File: src/rtl/mux8_rr_sched.sv
// Round-robin arbiter over eight request lanes driving a registered 8:1 data-bit mux.
// A granted lane holds the mux for at most BURST cycles before the grant rotates.
module mux8_rr_sched #(
   parameter int unsigned BURST = 4
) (
   input  logic       clk,
   input  logic       rst_n,
   input  logic [7:0] req,
   input  logic [7:0] data_in,
   output logic [7:0] gnt,
   output logic [2:0] sel,
   output logic       busy,
   output logic       data_out,
   output logic       data_valid
);

   localparam logic [3:0] BurstMax = 4'(BURST);

   typedef enum logic [0:0] {StIdle, StGrant} state_e;

   state_e     state_q;
   logic [7:0] gnt_q;
   logic [2:0] sel_q;
   logic [2:0] last_q;
   logic [3:0] cnt_q;
   logic       busy_q;
   logic       data_out_q;
   logic       data_valid_q;

   logic       win_found;
   logic [2:0] win_idx;
   logic       release_grant;

   // Search last+1 .. last+8; k = 8 wraps back onto the last lane, so it is checked last.
   always_comb begin
      win_found = 1'b0;
      win_idx   = last_q;
      for (int k = 1; k <= 8; k++) begin
         if (!win_found && req[3'(last_q + 3'(k))]) begin
            win_found = 1'b1;
            win_idx   = 3'(last_q + 3'(k));
         end
      end
   end

   assign release_grant = !req[sel_q] || (cnt_q == BurstMax);

   always_ff @(posedge clk or negedge rst_n) begin
      if (!rst_n) begin
         state_q      <= StIdle;
         gnt_q        <= 8'h00;
         sel_q        <= 3'd0;
         last_q       <= 3'd7;
         cnt_q        <= 4'd0;
         busy_q       <= 1'b0;
         data_out_q   <= 1'b0;
         data_valid_q <= 1'b0;
      end else begin
         data_out_q   <= busy_q & data_in[sel_q];
         data_valid_q <= busy_q;
         case (state_q)
            StIdle: begin
               if (win_found) begin
                  state_q <= StGrant;
                  gnt_q   <= 8'h01 << win_idx;
                  sel_q   <= win_idx;
                  last_q  <= win_idx;
                  cnt_q   <= 4'd1;
                  busy_q  <= 1'b1;
               end
            end
            StGrant: begin
               if (release_grant) begin
                  if (win_found) begin
                     // Hand-over (or re-grant of a sole requester) on the releasing edge.
                     gnt_q  <= 8'h01 << win_idx;
                     sel_q  <= win_idx;
                     last_q <= win_idx;
                     cnt_q  <= 4'd1;
                  end else begin
                     state_q <= StIdle;
                     gnt_q   <= 8'h00;
                     cnt_q   <= 4'd0;
                     busy_q  <= 1'b0;
                  end
               end else begin
                  cnt_q <= cnt_q + 4'd1;
               end
            end
            default: begin
               state_q <= StIdle;
               gnt_q   <= 8'h00;
               cnt_q   <= 4'd0;
               busy_q  <= 1'b0;
            end
         endcase
      end
   end

   assign gnt        = gnt_q;
   assign sel        = sel_q;
   assign busy       = busy_q;
   assign data_out   = data_out_q;
   assign data_valid = data_valid_q;

endmodule
File: config.mk
export PLATFORM = sky130hd
export DESIGN_NAME = mux8_rr_sched
export DESIGN_NICKNAME = d
export VERILOG_FILES = /design/src/rtl/mux8_rr_sched.sv
export SDC_FILE = /design/constraint.sdc
export NUM_CORES = 1
export LEC_CHECK = 0
export BUFFER_PORTS_ARGS = -buffer_cell sky130_fd_sc_hd__buf_2
export CAP_MARGIN = 10
export CORE_MARGIN = 2
export CORE_UTILIZATION = 50
export DETAILED_ROUTE_END_ITERATION = 8
export GPL_ROUTABILITY_DRIVEN = 0
export GPL_TIMING_DRIVEN = 0
export HOLD_SLACK_MARGIN = 0.03
export PLACE_DENSITY_LB_ADDON = 0.08
export SYNTH_ARGS = -nofsm -noshare
export SYNTH_HDL_FRONTEND = slang
export SYNTH_SLANG_ARGS = --single-unit
export TNS_END_PERCENT = 20
File: constraint.sdc
create_clock -name clk -period 4.9 [get_ports clk]
set_input_delay 0.735 -clock clk [delete_from_list [all_inputs] [get_ports clk]]
set_output_delay 0.735 -clock clk [all_outputs]
set_load 0.02 [all_outputs]
==> summary.md <==
| Metric | Value |
|---|---|
| Setup crit end kind | register |
| IO Pins | 32 |
| HPWL after DPL | 3740 um |
| Slowest stage delay, CP | 0.70 ns |
| Setup TNS | 0 ns |
| Fin. Hold Viols | 0 |
| Root buf cell | clkbuf_8 |
| RSZ-0062 raised after global routing | no |
| DP Area | 2280 um2 |
| Syn_nets | 225 |
| CP arrival | 4.37 ns |
| Final Cycle Share | 0.854 |
| Simple-Gate Fraction of Synth Area | 0.142 |
| PortBufs | 31 |
| Die height | 68.3 um |
| Worst-margin pin slew | 0.481 ns |
| Prevailing post-synth register cell | dfrtp_1 |
| Synth Area in Compound Gates | 0.191 |
| DRT iter0 DRCs | 144 |
| Synthesized instance count | 202 |
| Synth-to-Final Area Change | 13.2% |
| Placed insts | 283 |
| Hold_buf cts | 0 |
| Post-synthesis register bit count | 22 |
| CTS tree | built |
| Post-CTS sizing | 0 |
| Worst-path fanout max | 8 |
| CORE AREA | 4000 um2 |
| Slew Limit Fails | 0 |
| Post-synth EDFFs | 0 |
| Nets@finish | 261 |
| Post-synth ARST share | 1.00 |
| Vias | 1736 |
| Final Cell Area | 2340 um2 |
| Yosys warning total | 0 |
| Non-Filler Instances | 287 |
| GR Util All Layers | 0.226 |
| Max-cap viol count | 0 |
| Num CTS Buffers | 3 |
| Wire per inst | 16.9 um |
| Number of nets with antenna violations after routing | 0 |
| Worst R2R End | cnt_q[0] |
| Vias in the first global route | 1555 |
| R2R Setup Slk | 0.72 ns |
| Routed Wire Length | 4850 um |
| Reg2reg start | last_q[1] |
| Clock Skews | 0.00601 ns |
| Vias per cell | 6.05 |
| First-pass GRT wire length | 7740 um |
| H-tree depth | 1 |
| Ordered list of cells on the worst path | clkbuf_1 > inv_1 > ha_1 > mux4_1 > a21boi_0 > a22oi_1 > or3_1 > buf_6 > inv_1 > ha_1 > mux2i_1 > a32oi_1 |
| XOR/XNOR Fraction of Synth Area | 0.0248 |
| Final setup vio count | 0 |
| Die Wd | 68.3 um |
| Initial antenna violation count | 0 |
| Postcts setup bufs | 0 |
| Register area share after synthesis | 0.268 |
| Mapped Avg Cell Area | 10.2 um2 |
| CP required | 5.09 ns |
| Pre-antenna DRT Iters | 4 |
| # diodes | 0 |
| Initial Util | 0.517 |
| Worst skew pair latency | 0.27 ns |
| Largest family of logic cells by synthesized area | multiplexers |
| Syn Std Cell Area | 2070 um2 |
| Worst min-delay path class | in -> async |
| Worst path bufs/invs | 4 |
| Cell depth of the worst setup path | 12 |
| GRT Residual Overflow | 0 |
| Multiplexer share of the synthesized area | 0.282 |
| Kind of critical path | reg -> reg |
| Die area | 4660 um2 |
| Clk sinks | 22 |
| FF-to-FF path depth | 12 |
| CP max stage cell | mux4_1 |
| Highest clock rate | 239 MHz |
| CP Launch Point | last_q[1] |
| # DRC | 0 |
| Outcome | finished, final reports clean |
| Critical Path Source Type | register |
| Worst path top cell family by delay | multiplexers |
| Row count | 23 |
| Worst-case clock buffer depth | 2 |
| Min cycle time layout | 4.18 ns |
| Layout cell share with drive strength beyond 1 | 0.316 |
| Unique masters post-synth | 54 |
| Post-Synth Adder-Cell Area | 0.0303 |
| Largest net degree at the start of global routing | 23 |
| Clock transition at path regs | 0.08 ns |
| Slew headroom | 0.679 |
per-stage QoR:
step                hold WS (ns)  utilization  setup WS, ns
floorplan                  0.439            -          1.31
global placement           0.408        0.571         0.738
detailed placement         0.399        0.571         0.772
CTS                        0.426        0.585         0.749
global route               0.458        0.585         0.522
finish                     0.415        0.585         0.717
layout make-up:
cell class / instances / area (um2)
timing repair buffer: 31 / 155
multi-input combinational: 156 / 1390
inverter: 14 / 52.6
sequential: 22 / 554
fill: 361 / 1660
clock buffer: 4 / 55.1
tap: 50 / 62.6
buffer: 10 / 75.1
cell families after synthesis:
| group | after synthesis |
|---|---|
| multiplexers | 35 |
| flip-flops | 22 |
| adder cells (fa/ha/maj) | 5 |
| AO/OA/AOI/OAI | 55 |
| XOR/XNOR | 5 |
| AND/OR/NAND/NOR | 56 |
| buffers and inverters | 24 |
sequential cells by signal, summed over array words and instances, names as in the netlist:
name / flops
busy: 1
gnt: 8
data_out: 1
sel: 3
cnt_q: 4
data_valid: 1
state_q: 1
last_q: 3
cells in the final DEF (no fill, tap or decap), types with 4 or more instances in the layout:
cell	Yosys	layout
buf_2	2	33
nand2_1	19	19
dfrtp_1	19	19
mux4_2	15	15
inv_1	14	14
o21ai_0	12	12
a21oi_1	11	11
mux2i_1	11	11
a32o_1	8	8
nand2b_1	7	7
nand3_1	7	7
mux2_2	6	6
nor2_1	6	6
ha_1	5	5
clkbuf_1	4	4
nor3_1	4	4
clkbuf_8	0	4
per-layer routing:
metal / vias up / global-route usage / wire (um)
li1: 849 / - / -
met1: 851 / 0.320 / 2190
met2: 31 / 0.375 / 2490
met3: 5 / 0.0132 / 123
met4: 0 / 0.0650 / 51
met5: - / 0 / 0
worst max path at each step:
stage	end	slack [ns]
after floorplan	cnt_q[3]	1.31
after global placement	cnt_q[3]	0.74
after detailed placement	cnt_q[3]	0.77
after CTS	cnt_q[0]	0.75
after global routing	cnt_q[3]	0.52
final	cnt_q[0]	0.72
synthesized netlist by cell type, drive strengths merged, types with 4 or more instances:
| cell type | n | area [um2] |
|---|---|---|
| a21oi | 11 | 55.1 |
| a32o | 8 | 80.1 |
| buf | 6 | 60.1 |
| clkbuf | 4 | 15.0 |
| dfrtp | 19 | 475 |
| ha | 5 | 62.6 |
| inv | 14 | 52.6 |
| mux2 | 7 | 82.6 |
| mux2i | 11 | 110 |
| mux4 | 17 | 390 |
| nand2 | 20 | 82.6 |
| nand2b | 7 | 43.8 |
| nand3 | 7 | 35.0 |
| nor2 | 7 | 33.8 |
| nor3 | 4 | 20.0 |
| o21ai | 13 | 68.8 |
| xnor2 | 4 | 42.6 |
Power is not shown: default switching activity piles up to over one toggle a cycle in this logic, so the estimate is an artifact.
